File: config.mk
export PLATFORM = sky130hd
export DESIGN_NAME = instr_controller_flat
export DESIGN_NICKNAME = d
export VERILOG_FILES = /design/src/rtl/instr_controller_pkg.sv /design/src/rtl/instr_controller_if.sv /design/src/rtl/instr_decoder.sv /design/src/rtl/instr_controller.sv /design/src/flat_wrapper.sv
export SDC_FILE = /design/constraint.sdc
export NUM_CORES = 1
export LEC_CHECK = 0
export BUFFER_PORTS_ARGS = -buffer_cell sky130_fd_sc_hd__buf_4
export CORE_UTILIZATION = 45
export DETAILED_ROUTE_END_ITERATION = 10
export MAX_ROUTING_LAYER = met4
export PLACE_DENSITY = 0.85
export SKIP_LAST_GASP = 1
export SYNTH_ARGS = -nofsm -noshare
export SYNTH_HDL_FRONTEND = slang
export SYNTH_HIERARCHICAL = 1
export SYNTH_SLANG_ARGS = --single-unit
File: constraint.sdc
create_clock -name clk -period 3.95 [get_ports clk]
set_input_delay 0.1975 -clock clk [delete_from_list [all_inputs] [get_ports clk]]
set_output_delay 0.1975 -clock clk [all_outputs]
set_load 0.01 [all_outputs]
File: src/rtl/instr_controller_pkg.sv
// Shared types and encodings for the instruction controller and its decoder.
package cpu_pkg;

  typedef enum logic [2:0] {
    StWait,
    StDecode,
    StWriteImm,
    StGetA,
    StGetB,
    StExec,
    StWriteReg
  } state_e;

  localparam logic [2:0] OpcMov = 3'b110;
  localparam logic [2:0] OpcAlu = 3'b101;

  localparam logic [1:0] OpMovReg = 2'b00;
  localparam logic [1:0] OpMovImm = 2'b10;

  localparam logic [1:0] AluAdd = 2'b00;
  localparam logic [1:0] AluCmp = 2'b01;
  localparam logic [1:0] AluAnd = 2'b10;
  localparam logic [1:0] AluMvn = 2'b11;

  localparam logic [1:0] ShNone = 2'b00;
  localparam logic [1:0] ShLsl  = 2'b01;
  localparam logic [1:0] ShLsr  = 2'b10;
  localparam logic [1:0] ShAsr  = 2'b11;

  function automatic logic [15:0] sign_ext8(input logic [7:0] v);
    return {{8{v[7]}}, v};
  endfunction

endpackage

File: src/rtl/instr_controller_if.sv
// Host/datapath-facing bundle of the instruction controller.
interface instr_controller_if;
  logic [15:0] in;
  logic        load;
  logic        s;
  logic        w;
  logic [2:0]  readnum;
  logic [2:0]  writenum;
  logic        write;
  logic        vsel;
  logic        loada;
  logic        loadb;
  logic        loadc;
  logic        loads;
  logic        asel;
  logic        bsel;
  logic [1:0]  shift;
  logic [1:0]  ALUop;
  logic [15:0] datapath_in;

  modport master (
    input  in, load, s,
    output w, readnum, writenum, write, vsel, loada, loadb, loadc, loads,
    output asel, bsel, shift, ALUop, datapath_in
  );

  modport slave (
    output in, load, s,
    input  w, readnum, writenum, write, vsel, loada, loadb, loadc, loads,
    input  asel, bsel, shift, ALUop, datapath_in
  );
endinterface

File: src/rtl/instr_decoder.sv
// Combinational field split of the instruction register plus imm8 sign extension.
module instr_decoder
  import cpu_pkg::*;
(
  input  logic [15:0] ir_i,
  output logic [2:0]  opcode_o,
  output logic [1:0]  op_o,
  output logic [2:0]  rn_o,
  output logic [2:0]  rd_o,
  output logic [1:0]  sh_o,
  output logic [2:0]  rm_o,
  output logic [15:0] imm_ext_o
);
  assign opcode_o  = ir_i[15:13];
  assign op_o      = ir_i[12:11];
  assign rn_o      = ir_i[10:8];
  assign rd_o      = ir_i[7:5];
  assign sh_o      = ir_i[4:3];
  assign rm_o      = ir_i[2:0];
  assign imm_ext_o = sign_ext8(ir_i[7:0]);
endmodule

File: src/rtl/instr_controller.sv
// Multi-cycle control unit: IR, Moore FSM and datapath control decode.
module instr_controller
  import cpu_pkg::*;
(
  input logic                clk,
  input logic                rst_n,
  instr_controller_if.master bus
);
  logic [15:0] ir_q;
  state_e      state_q, state_d;

  logic [2:0]  opcode, rn, rd, rm;
  logic [1:0]  op, sh;
  logic [15:0] imm_ext;

  instr_decoder u_dec (
    .ir_i     (ir_q),
    .opcode_o (opcode),
    .op_o     (op),
    .rn_o     (rn),
    .rd_o     (rd),
    .sh_o     (sh),
    .rm_o     (rm),
    .imm_ext_o(imm_ext)
  );

  logic is_mov_imm, is_mov_reg, is_alu, is_cmp, is_mvn;
  assign is_mov_imm = (opcode == OpcMov) && (op == OpMovImm);
  assign is_mov_reg = (opcode == OpcMov) && (op == OpMovReg);
  assign is_alu     = (opcode == OpcAlu);
  assign is_cmp     = is_alu && (op == AluCmp);
  assign is_mvn     = is_alu && (op == AluMvn);

  // IR only moves in WAIT so the fields stay stable for the whole instruction.
  always_ff @(posedge clk or negedge rst_n) begin
    if (!rst_n) begin
      state_q <= StWait;
      ir_q    <= '0;
    end else begin
      state_q <= state_d;
      if (state_q == StWait && bus.load) ir_q <= bus.in;
    end
  end

  assign bus.datapath_in = imm_ext;

  always_comb begin
    state_d      = state_q;
    bus.w        = 1'b0;
    bus.readnum  = 3'd0;
    bus.writenum = 3'd0;
    bus.write    = 1'b0;
    bus.vsel     = 1'b0;
    bus.loada    = 1'b0;
    bus.loadb    = 1'b0;
    bus.loadc    = 1'b0;
    bus.loads    = 1'b0;
    bus.asel     = 1'b0;
    bus.bsel     = 1'b0;
    bus.shift    = ShNone;
    bus.ALUop    = AluAdd;

    unique case (state_q)
      StWait: begin
        bus.w = 1'b1;
        if (bus.s) state_d = StDecode;
      end
      StDecode: begin
        if (is_mov_imm)                state_d = StWriteImm;
        else if (is_mov_reg || is_mvn) state_d = StGetB;
        else if (is_alu)               state_d = StGetA;
        else                           state_d = StWait;
      end
      StWriteImm: begin
        bus.writenum = rn;
        bus.vsel     = 1'b1;
        bus.write    = 1'b1;
        state_d      = StWait;
      end
      StGetA: begin
        bus.readnum = rn;
        bus.loada   = 1'b1;
        state_d     = StGetB;
      end
      StGetB: begin
        bus.readnum = rm;
        bus.loadb   = 1'b1;
        state_d     = StExec;
      end
      StExec: begin
        bus.shift = sh;
        // MOV reg and MVN ignore A by forcing a zero operand.
        bus.asel  = is_mov_reg || is_mvn;
        bus.ALUop = is_mov_reg ? AluAdd : op;
        bus.loadc = !is_cmp;
        bus.loads = is_cmp;
        state_d   = is_cmp ? StWait : StWriteReg;
      end
      StWriteReg: begin
        bus.writenum = rd;
        bus.write    = 1'b1;
        state_d      = StWait;
      end
      default: state_d = StWait;
    endcase
  end
endmodule

File: src/flat_wrapper.sv
// flat-port wrapper written by rule: the top's interface ports become plain ports
module instr_controller_flat import cpu_pkg::*;
  (clk, rst_n, bus_in, bus_load, bus_s, bus_w, bus_readnum, bus_writenum, bus_write, bus_vsel, bus_loada, bus_loadb, bus_loadc, bus_loads, bus_asel, bus_bsel, bus_shift, bus_ALUop, bus_datapath_in);
  instr_controller_if bus_i ();
  input logic clk;
  input logic rst_n;
  input wire logic [$bits(bus_i.in)-1:0] bus_in;
  input wire logic [$bits(bus_i.load)-1:0] bus_load;
  input wire logic [$bits(bus_i.s)-1:0] bus_s;
  output wire logic [$bits(bus_i.w)-1:0] bus_w;
  output wire logic [$bits(bus_i.readnum)-1:0] bus_readnum;
  output wire logic [$bits(bus_i.writenum)-1:0] bus_writenum;
  output wire logic [$bits(bus_i.write)-1:0] bus_write;
  output wire logic [$bits(bus_i.vsel)-1:0] bus_vsel;
  output wire logic [$bits(bus_i.loada)-1:0] bus_loada;
  output wire logic [$bits(bus_i.loadb)-1:0] bus_loadb;
  output wire logic [$bits(bus_i.loadc)-1:0] bus_loadc;
  output wire logic [$bits(bus_i.loads)-1:0] bus_loads;
  output wire logic [$bits(bus_i.asel)-1:0] bus_asel;
  output wire logic [$bits(bus_i.bsel)-1:0] bus_bsel;
  output wire logic [$bits(bus_i.shift)-1:0] bus_shift;
  output wire logic [$bits(bus_i.ALUop)-1:0] bus_ALUop;
  output wire logic [$bits(bus_i.datapath_in)-1:0] bus_datapath_in;
  assign bus_i.in = bus_in;
  assign bus_i.load = bus_load;
  assign bus_i.s = bus_s;
  assign bus_w = bus_i.w;
  assign bus_readnum = bus_i.readnum;
  assign bus_writenum = bus_i.writenum;
  assign bus_write = bus_i.write;
  assign bus_vsel = bus_i.vsel;
  assign bus_loada = bus_i.loada;
  assign bus_loadb = bus_i.loadb;
  assign bus_loadc = bus_i.loadc;
  assign bus_loads = bus_i.loads;
  assign bus_asel = bus_i.asel;
  assign bus_bsel = bus_i.bsel;
  assign bus_shift = bus_i.shift;
  assign bus_ALUop = bus_i.ALUop;
  assign bus_datapath_in = bus_i.datapath_in;
  instr_controller u_core (.clk(clk), .rst_n(rst_n), .bus(bus_i));
endmodule
==> results by group <==
Run status
  – Status: complete, no violations

Synth
  – EDFF count, synth: 0
  – Post-Syn Nets: 140
  – Post-Syn Instances: 120
  – Unique masters post-synth: 31
  – Syn Area/Cell: 10.8 um2
  – Cell taking the most area after synthesis: dfrtp_1
  – Synth Flop Type: dfrtp_1
  – Syn Std Cell Area: 0.00129 mm2
  – YS warnings: 6
  – Largest cells by area after synthesis: dfrtp_1 (37%), buf_4 (19%), mux2_4 (12%), mux2_2 (5.2%), mux2i_1 (2.3%)
  – Synth async-reset ratio: 100%
  – Sequential cell area fraction in the yosys report: 36.8%
  – Post-synth top area share: 36.8%
  – FF+latch count, synth: 19
  – Most common cell in the netlist: buf_4
  – Post-synth top cells: buf_4 (33), dfrtp_1 (19), mux2_4 (10), nor2_1 (8), mux2_2 (6)

Cells and area
  – Design Area, Final: 0.00147 mm2
  – Filler cells: 243
  – FF/Latch Area: 475 um2
  – Share of cells above drive strength 1: 54.6%
  – NumNets Final: 162
  – Multi-input gate area: 514 um2
  – Area Overhead vs Synth: 13.9%
  – Ant. Diodes: 0

Setup path
  – Critical path class: flip-flop to output port
  – WP depth: 4
  – Worst EP arrival: 1.91 ns
  – Critical path data required time: 3.75 ns
  – Worst r2r path cells: 3
  – Startpoint types: flip-flop
  – RR Endpoint: u_core/ir_q[0]
  – Slowest-stage cell, CP: dfrtp_1
  – Bufs and invs on worst path: 2
  – R2R setup slack: 2.27 ns
  – Reg2reg start: u_core/state_q[2]
  – CP max FO: 17
  – CP max stage delay: 0.69 ns
  – Crit-path leading delay family: flip-flops
  – CP cell instances: inv_1 > nor3_1 > a22o_1 > buf_4
  – Crit. End Element: output port

Place
  – Placed cell area: 0.00143 mm2
  – Final weighted congestion in routability-driven placement: 0.719
  – Port bufs: 53
  – Final HPWL DP: 1950 um
  – Place WS: 2.19 ns

Worst hold path
  – Hold path start: bus_in[6]
  – Hold path depth: 2
  – Hold crit path type: input pin to flip-flop
  – Hold EP: u_core/ir_q[6]

Power
  – Lkg Pwr: 0.730 nW
  – Power Density: 809 mW/mm2
  – Total chip power: 1.19 mW
  – Worst vdd ir: 0.000520 V

Die
  – # IOs: 55
  – Starting Density: 47.2%
  – Site Rows: 19
  – Die ar.: 0.00309 mm2
  – Die width: 55.6 um
  – Core area: 0.00273 mm2
  – Die Ht: 55.6 um

Global route
  – Global-route wire length before repair: 4160 um
  – Number of global-route vias before repair: 869
  – Initial antenna violation count: 0
  – GRT Util Overall: 18.0%
  – Total gr overflow: 0
  – Largest net degree at the start of global routing: 20

CTS
  – CTS Sinks: 19
  – Clock Pin Slew Worst Setup and Hold Paths: 0.10 ns
  – Number of H-tree levels: 1
  – CTS Buffer Depth: 2
  – CTS resizes: 0
  – CTS tree: done
  – CTS Root Cell: clkbuf_4
  – Total CTS buffers: 3
  – Clk_lat worst skew: 0.30 ns

Drt
  – Initial DRC count: 13
  – Vias/cell: 5.02
  – DRC viols: 0
  – Final routed wire length divided by cell count: 14.3 um
  – Vias: 864
  – DRT antenna net count: 0
  – First-pass DRT Iterations: 4
  – WL final: 2470 um

Timing
  – Crit share post-route: 53.4%
  – Final TNS setup: 0 ns
  – Hold Vio Cnt, Final: 0
  – Setup WS post-layout: 1.84 ns
  – RSZ-0062 raised after global routing: false
  – Slew headroom: 64.5%
  – Tmin final: 2.11 ns
  – Clock Skew: 0.00422 ns
  – Least-Margin Pin Slew: 0.533 ns
  – Fmax: 474 MHz
  – Slew Limit Fails: 0
  – Final setup vio count: 0

Run
  – MaxCap Viol Count: 0
-- flip-flops by register name, summed over array words and instances (netlist names) --
signal / flops
u_core/ir_q: 16
u_core/state_q: 3
-- worst max path at each step --
stage | start | to | slack, ns
after global routing | u_core/state_q[2] | bus_readnum[2] | 1.68
final | u_core/state_q[2] | bus_readnum[2] | 1.84
after floorplan | u_core/state_q[1] | u_core/ir_q[10] | 2.40
after CTS | u_core/state_q[2] | bus_readnum[2] | 1.84
after detailed placement | u_core/state_q[2] | bus_readnum[2] | 2.19
after global placement | u_core/state_q[2] | bus_readnum[1] | 2.36
-- routing by layer --
| metal | global-route usage (%) | wire (um) |
|---|---|---|
| met5 | - | 0 |
| met1 | 22.2 | 1010 |
| met4 | 9.29 | 60 |
| met2 | 28.6 | 1260 |
| met3 | 3.04 | 137 |
-- layout by cell type, fill, tap and decap left out --
cell type       n
mux2_4         10
and4b_1         1
and2_4          1
mux2_2          6
a211oi_1        1
nand2b_1        2
nand4bb_1       1
nor2_1          8
inv_1           2
mux2i_1         3
a21oi_1         2
and3_2          1
dlygate4sd3_1   1
nor3_1          3
nand2_1         4
and3_1          4
clkbuf_4        3
nor3_2          1
nor4b_1         1
dfrtp_1        19
a221o_1         1
o21ai_0         3
a22o_1          3
o31ai_1         1
nand3b_1        1
o21bai_1        1
and2b_2         1
or2b_2          1
clkbuf_1        1
buf_4          53
conb_1          1
-- kinds of logic (layout without fill, tap and decap cells) --
family	Yosys count	after routing	share of synthesized area (%)
mux	19	19	19.2
other cells	1	1	0.290
buf+inv	39	60	23.4
simple gates	30	30	13.9
flops	19	19	36.8
compound gates	12	12	6.49
-- area by class of cell --
type                            instances  share of cell area, %
Inverter                                2                  0.511
Tap cell                               31                   2.64
Clock buffer                            4                   1.79
Sequential cell                        19                   32.3
Timing Repair Buffer                   54                   27.7
Multi-Input combinational cell         62                   35.0
-- power by group --
| group | switching (mW) | internal (mW) |
|---|---|---|
| clock | 0.0582 | 0.0394 |
| combinational | 0.266 | 0.388 |
| sequential | 0.143 | 0.294 |
-- metrics by stage --
stage | std cells | util [%] | hold WS, ns
after floorplan | 120 | - | -0.0981
after global placement | 167 | 52.4 | 0.0777
after detailed placement | 167 | 52.4 | 0.0828
after CTS | 172 | 53.8 | 0.111
after global routing | 172 | 53.8 | 0.105
final | 172 | 53.8 | 0.118
-- what timing repair did --
action	CTS	global route
endpoints found under the hold margin	19	0
buffers inserted	0	0
hold buffers	1	0
No activity file was read; power rests on OpenSTA's default activity.
